File: config.mk
export PLATFORM = sky130hd
export DESIGN_NAME = hpdcache_sram_rmw_ctrl
export DESIGN_NICKNAME = d
export VERILOG_FILES = /design/src/rtl/hpdcache_rmw_pkg.sv /design/src/rtl/hpdcache_rmw_merge.sv /design/src/rtl/hpdcache_sram_rmw_ctrl.sv
export SDC_FILE = /design/constraint.sdc
export NUM_CORES = 1
export LEC_CHECK = 0
export CELL_PAD_IN_SITES_DETAIL_PLACEMENT = 1
export CELL_PAD_IN_SITES_GLOBAL_PLACEMENT = 1
export CORE_MARGIN = 5
export CORE_UTILIZATION = 29
export DETAILED_ROUTE_END_ITERATION = 8
export PLACE_DENSITY = 0.79
export SETUP_SLACK_MARGIN = 0.15
export SLEW_MARGIN = 20
export SYNTH_ARGS = -nofsm -noshare
export SYNTH_HDL_FRONTEND = slang
export SYNTH_SLANG_ARGS = --single-unit
File: constraint.sdc
create_clock -name clk -period 2.1 [get_ports clk]
set_clock_uncertainty 0.15 [all_clocks]
set_input_delay 0.21 -clock clk [delete_from_list [all_inputs] [get_ports clk]]
set_output_delay 0.21 -clock clk [all_outputs]
set_load 0.02 [all_outputs]
File: src/rtl/hpdcache_rmw_pkg.sv
`default_nettype none
// ============================================================================
//  Module      : hpdcache_rmw_pkg
//  Description : Shared types and helpers for the HPDcache SRAM
//                read-modify-write controller (controller states and
//                byte-enable width derivation).
//  Revision    : 1.0 - initial release
// ============================================================================
package hpdcache_rmw_pkg;

    // Controller states: idle, read result pending, partial-write merge pending
    typedef enum logic [1:0] {
        RMW_IDLE  = 2'd0,
        RMW_RD    = 2'd1,
        RMW_MERGE = 2'd2
    } rmw_state_e;

    // Number of byte lanes in a data word of the given bit width
    function automatic int unsigned be_width(input int unsigned data_size);
        return data_size / 8;
    endfunction

endpackage
`default_nettype wire

File: src/rtl/hpdcache_rmw_merge.sv
`default_nettype none
// ============================================================================
//  Module      : hpdcache_rmw_merge
//  Description : Combinational byte merge. Each byte lane of the result takes
//                the new data when its byte enable is set, otherwise the old
//                data.
//  Revision    : 1.0 - initial release
// ============================================================================
module hpdcache_rmw_merge
    import hpdcache_rmw_pkg::*;
#(
    parameter int unsigned DATA_SIZE = 32
) (
    input  logic [DATA_SIZE-1:0]   old_data,
    input  logic [DATA_SIZE-1:0]   new_data,
    input  logic [DATA_SIZE/8-1:0] be,
    output logic [DATA_SIZE-1:0]   merged_data
);

    localparam int unsigned c_BE_WIDTH = be_width(DATA_SIZE);

    // One multiplexer per byte lane
    for (genvar i = 0; i < c_BE_WIDTH; i++) begin : g_byte
        assign merged_data[8*i +: 8] = be[i] ? new_data[8*i +: 8] : old_data[8*i +: 8];
    end

endmodule
`default_nettype wire

File: src/rtl/hpdcache_sram_rmw_ctrl.sv
`default_nettype none
// ============================================================================
//  Module      : hpdcache_sram_rmw_ctrl
//  Description : Drives a 1RW SRAM macro without native byte enables and adds
//                byte-enable writes through read-modify-write. Full-mask
//                writes go straight to the macro, partial writes read the old
//                word first and write the merged word the next cycle.
//                Optional feature macro: HPDCACHE_RMW_FWD_EN (forwarding of
//                the last SRAM write to reads and partial writes).
//  Revision    : 1.0 - initial release
// ============================================================================
module hpdcache_sram_rmw_ctrl
    import hpdcache_rmw_pkg::*;
#(
    parameter int unsigned ADDR_SIZE = 8,
    parameter int unsigned DATA_SIZE = 32,
    parameter int unsigned DEPTH     = 2**ADDR_SIZE
) (
    input  logic                   clk,
    input  logic                   rst,

    input  logic                   req_valid,
    output logic                   req_ready,
    input  logic                   req_we,
    input  logic [ADDR_SIZE-1:0]   req_addr,
    input  logic [DATA_SIZE-1:0]   req_wdata,
    input  logic [DATA_SIZE/8-1:0] req_be,

    output logic                   rsp_valid,
    output logic [DATA_SIZE-1:0]   rsp_rdata,

    output logic                   sram_cs,
    output logic                   sram_we,
    output logic [ADDR_SIZE-1:0]   sram_addr,
    output logic [DATA_SIZE-1:0]   sram_wdata,
    input  logic [DATA_SIZE-1:0]   sram_rdata
);

    localparam int unsigned c_BE_WIDTH = be_width(DATA_SIZE);

    localparam logic [1:0] c_ST_IDLE  = RMW_IDLE;
    localparam logic [1:0] c_ST_RD    = RMW_RD;
    localparam logic [1:0] c_ST_MERGE = RMW_MERGE;

    // The word count must fit in the address space
    if ((DEPTH < 1) || (DEPTH > (2**ADDR_SIZE))) begin : g_depth_invalid
        $error("hpdcache_sram_rmw_ctrl: DEPTH does not fit ADDR_SIZE");
    end

    logic [1:0]            r_state;
    logic [1:0]            w_state_nxt;
    logic [ADDR_SIZE-1:0]  r_addr;
    logic [DATA_SIZE-1:0]  r_wdata;
    logic [c_BE_WIDTH-1:0] r_be;
    logic                  w_latch;
    logic                  w_be_full;
    logic                  w_be_any;
    logic [DATA_SIZE-1:0]  w_merged_sram;

    assign w_be_full = &req_be;
    assign w_be_any  = |req_be;

    // Merge of the latched partial write against the word read from the macro
    hpdcache_rmw_merge #(
        .DATA_SIZE   (DATA_SIZE)
    ) u_merge_sram (
        .old_data    (sram_rdata),
        .new_data    (r_wdata),
        .be          (r_be),
        .merged_data (w_merged_sram)
    );

`ifdef HPDCACHE_RMW_FWD_EN
    logic                  r_fwd_valid;
    logic [ADDR_SIZE-1:0]  r_fwd_addr;
    logic [DATA_SIZE-1:0]  r_fwd_data;
    logic                  r_rd_fwd;
    logic                  w_rd_fwd;
    logic                  w_fwd_hit;
    logic [DATA_SIZE-1:0]  w_merged_fwd;

    assign w_fwd_hit = r_fwd_valid && (r_fwd_addr == req_addr);

    // Merge of an incoming partial write against the forwarded word
    hpdcache_rmw_merge #(
        .DATA_SIZE   (DATA_SIZE)
    ) u_merge_fwd (
        .old_data    (r_fwd_data),
        .new_data    (req_wdata),
        .be          (req_be),
        .merged_data (w_merged_fwd)
    );

    // Track the last word written to the macro; a write in the reset cycle
    // cannot happen because the SRAM port is gated by reset
    always_ff @(posedge clk) begin
        if (rst) begin
            r_fwd_valid <= 1'b0;
            r_fwd_addr  <= '0;
            r_fwd_data  <= '0;
            r_rd_fwd    <= 1'b0;
        end else begin
            r_rd_fwd <= w_rd_fwd;
            if (sram_cs && sram_we) begin
                r_fwd_valid <= 1'b1;
                r_fwd_addr  <= sram_addr;
                r_fwd_data  <= sram_wdata;
            end
        end
    end
`endif

    // Next state, handshake, response and SRAM port decode
    always_comb begin
        w_state_nxt = r_state;
        w_latch     = 1'b0;
        req_ready   = 1'b0;
        rsp_valid   = 1'b0;
        rsp_rdata   = '0;
        sram_cs     = 1'b0;
        sram_we     = 1'b0;
        sram_addr   = req_addr;
        sram_wdata  = req_wdata;
`ifdef HPDCACHE_RMW_FWD_EN
        w_rd_fwd    = 1'b0;
`endif
        if (!rst) begin
            case (r_state)
                c_ST_IDLE: begin
                    req_ready = 1'b1;
                    if (req_valid) begin
                        if (!req_we) begin
                            w_state_nxt = c_ST_RD;
`ifdef HPDCACHE_RMW_FWD_EN
                            if (w_fwd_hit) begin
                                w_rd_fwd = 1'b1;
                            end else begin
                                sram_cs = 1'b1;
                            end
`else
                            sram_cs = 1'b1;
`endif
                        end else if (w_be_full) begin
                            sram_cs = 1'b1;
                            sram_we = 1'b1;
                        end else if (w_be_any) begin
`ifdef HPDCACHE_RMW_FWD_EN
                            if (w_fwd_hit) begin
                                // Old word already known: merge and write now
                                sram_cs    = 1'b1;
                                sram_we    = 1'b1;
                                sram_wdata = w_merged_fwd;
                            end else begin
                                sram_cs     = 1'b1;
                                w_latch     = 1'b1;
                                w_state_nxt = c_ST_MERGE;
                            end
`else
                            sram_cs     = 1'b1;
                            w_latch     = 1'b1;
                            w_state_nxt = c_ST_MERGE;
`endif
                        end
                        // Zero-mask write: accepted with no macro access
                    end
                end
                c_ST_RD: begin
                    rsp_valid   = 1'b1;
`ifdef HPDCACHE_RMW_FWD_EN
                    rsp_rdata   = r_rd_fwd ? r_fwd_data : sram_rdata;
`else
                    rsp_rdata   = sram_rdata;
`endif
                    w_state_nxt = c_ST_IDLE;
                end
                c_ST_MERGE: begin
                    sram_cs     = 1'b1;
                    sram_we     = 1'b1;
                    sram_addr   = r_addr;
                    sram_wdata  = w_merged_sram;
                    w_state_nxt = c_ST_IDLE;
                end
                default: begin
                    w_state_nxt = c_ST_IDLE;
                end
            endcase
        end
    end

    // State register and partial-write capture
    always_ff @(posedge clk) begin
        if (rst) begin
            r_state <= c_ST_IDLE;
            r_addr  <= '0;
            r_wdata <= '0;
            r_be    <= '0;
        end else begin
            r_state <= w_state_nxt;
            if (w_latch) begin
                r_addr  <= req_addr;
                r_wdata <= req_wdata;
                r_be    <= req_be;
            end
        end
    end

endmodule
`default_nettype wire

==> results.md <==
- Worst Hold Path Cells: 2
- Final Slew Violations: 0
- Critical path peak fanout: 6
- TNS Setup: 0 ps
- Final ANT Viol Nets: 0
- Worst hold path type: register to register
- Fin crit share: 0.938
- Outcome: finished clean
- R2R Setup Slk: 130 ps
- Num rows: 37
- R2r startpoint: r_state[0]
- Switch share: 0.288
- Seq pwr share: 0.421
- #FFs+latches synth: 46
- WHS Endpoint: r_wdata[13]
- Fillers: 1154
- Syn_nets: 388
- YS warnings: 0
- Most frequent CP cell: buf_6
- Layout cells sized above 1: 0.401
- Combinational Power Share: 0.329
- Drt initial violations: 55
- Crit path from: r_state[0]
- CTS tree: yes
- Endpoints failing hold: 0
- Final Setup Violations: 0
- Clk pwr share: 0.250
- Yosys top cell by area: dfxtp_1
- GRT Total Usage: 0.173
- Via Count: 2921
- CP required: 2140 ps
- VDD IR max: 263 uV
- Worst rel slew slack: 0.665
- Post-Synthesis Cells: 308
- Synth Flop Type: dfxtp_1
- CTS clk-pin slew, worst paths: 90 ps
- Max cap viols: 0
- Critical Path End Type: register
- Worst path bufs/invs: 3
- CTS Buffer Depth: 2
- Worst-Margin Slew: 502 ps
- Die Ht: 112 um
- Syn_area_per_cell: 9.73 um^2
- Vias in the first global route: 3335
- Final worst slack: 131 ps
- Peak Freq: 0.508 GHz
- Core ar.: 10200 um^2
- CTS Sinks: 46
- RSZ-0062 raised after global routing: true
- GR Overflow Total: 0
- Chip width: 112 um
- Slowest stage cell on the critical path: dfxtp_2
- Die Footprint: 12500 um^2
- Critical R2R Capture: r_wdata[12]
- Hold Startpoint: r_wdata[13]
- Clock latency on the worst-skew pair: 290 ps
- Internal power: 1.62 mW
- Drt first pass iters: 4
- Startpoint Class: register
- Synth area leaders: dfxtp_1 (31%), mux2_4 (19%), mux2i_1 (11%)
- Cell Pwr Density: 441 nW/um^2
- Post-Route WL: 11.5 mm
- Inserted Diodes: 0
- Synth top area share: 0.307
- Initial Util: 0.294
- Root Driver: clkbuf_8
- Async SR Flop Fraction: 0
- WS Path Type: register to register
- Largest net degree at the start of global routing: 30
- Dpl ws: -156 ps
- Worst endpoint data arrival time: 2010 ps
- Post-route DRC: 0
- First-pass GRT wire length: 17.6 mm
- Vias/cell: 4.67
- Count of cell types in the netlist: 25
- Hpwl dp: 8.11 mm
- Core Util, Final: 0.507
- EDFF count, synth: 0
- Antenna violations before repair: 0
- Lkg Pwr: 2.20 nW
- Clock H-tree levels: 2
- Layout area overhead: 72.2%
- CP cell instances: buf_6 -> nand4bb_4 -> nor4b_4 -> buf_6 -> clkbuf_16 -> mux2_4
- R2r worst-path depth: 6
- Nets: 568
- RD Place Congestion: 0.743
- CP max stage delay: 350 ps
- Switching power: 0.657 mW
- Port-buffer cells: 155
- Total CTS buffers: 5
- I/O pins: 156
- WL per Instance: 18.4 um
- Seq/Total Area, Yosys: 0.307
- Tmin final: 1970 ps
- Synth Cell Area: 3000 um^2
- Critical path's top delay family: simple AND/OR/NAND/NOR gates
## area by class of cell
| type | count | area, um^2 | share of cell area |
|---|---|---|---|
| Multi-Input combinational cell | 237 | 2040 | 0.396 |
| Timing Repair Buffer | 198 | 1930 | 0.374 |
| Sequential cell | 46 | 927 | 0.180 |
| Tap cell | 136 | 170 | 0.0330 |
| Clock buffer | 7 | 86.3 | 0.0167 |
| Clock inverter | 1 | 5.00 | 0.000969 |
## timing repair
item / 4_1_cts / 5_1_grt
cloned: 5 / 4
buffers inserted: 6 / 5
endpoints found under the setup margin: 119 / 118
pin swaps: 3 / 4
gates resized for setup: 358 / 55
hold buffers: 0 / 0
## layout by cell type (no fill, tap or decap)
cell type,n
a21boi_1,1
clkinv_2,1
nand2b_1,2
buf_4,50
a21oi_2,10
nand4bb_4,1
clkbuf_16,4
a21oi_1,22
nor2_4,1
mux2_1,4
dfxtp_1,41
nor2_2,2
clkbuf_1,1
mux2i_1,33
mux2_2,2
buf_12,7
o21a_1,1
nor3b_4,2
nor2b_1,43
nand4_1,1
buf_6,26
clkdlybuf4s50_1,78
nor4b_4,1
and2_1,32
clkdlybuf4s15_2,1
nor4_4,1
clkbuf_8,6
dlygate4sd2_1,1
buf_2,28
nor3_1,1
o21bai_1,1
buf_16,3
and3b_1,1
mux2_4,45
dfxtp_2,5
nor2_1,30
## flip-flops by register name, summed over array words and instances (netlist names)
name and count:
r_wdata 32, r_addr 8, r_be 4, r_state 2
## per-stage QoR
| stage | power (mW) | std cells | hold WS [ps] | instance area (um^2) |
|---|---|---|---|---|
| after detailed placement | 1.67 | 597 | 324 | 4790 |
| after global routing | 2.41 | 625 | 386 | 5160 |
| after global placement | 1.65 | 597 | 310 | 4790 |
| after CTS | 2.24 | 616 | 336 | 4850 |
| after floorplan | 1.30 | 308 | 188 | 3000 |
| final | 2.28 | 625 | 357 | 5160 |
## metal layers
layer / track usage / vias to the layer above / wire [um] / part of all wire
met5: 0 / - / 0 / 0
met4: 0.0487 / 0 / 269 / 0.023
met3: 0.0375 / 18 / 502 / 0.044
met2: 0.322 / 88 / 6060 / 0.53
met1: 0.197 / 1412 / 4680 / 0.41
li1: - / 1403 / - / -
## power by group through the flow
stage	combinational (mW)	clock, mW	sequential, mW
after detailed placement	0.694	0	0.977
after floorplan	0.346	0	0.953
after global routing	0.797	0.643	0.967
after global placement	0.673	0	0.976
final	0.749	0.570	0.960
after CTS	0.694	0.592	0.959
## cells in the mapped netlist, types with 2 or more instances
master,instances
dfxtp_1,46
nor2b_1,43
mux2_4,38
mux2i_1,33
nor2_1,33
a21oi_1,32
and2_1,32
mux2_2,8
buf_1,7
clkbuf_1,7
buf_2,6
mux2_1,5
buf_12,4
nand2b_1,2
nor3b_1,2
## worst max path at each step
stage                                end  slack (ps)  depth (start not counted)
after floorplan           sram_wdata[10]         300                          5
after global placement           sram_cs        -120                          5
after detailed placement  sram_wdata[26]        -160                          7
after CTS                  sram_wdata[8]          90                          6
after global routing        sram_addr[5]          30                          5
final                        r_wdata[12]         130                          6
## logic make-up after synthesis
group / synth area share
buffers and inverters: 0.0580
muxes: 0.349
and+or+nand+nor: 0.225
DFF: 0.307
AOI/OAI and AO/OA: 0.0609
## worst reg2reg max path: cells and delay by family (launching register included)
| family | cells | cell delay, ps |
|---|---|---|
| buffers and inverters | 3 | 500 |
| AND/OR/NAND/NOR | 2 | 560 |
| flip-flops | 1 | 350 |
| multiplexers | 1 | 290 |
(Power assumes the default switching activity.)
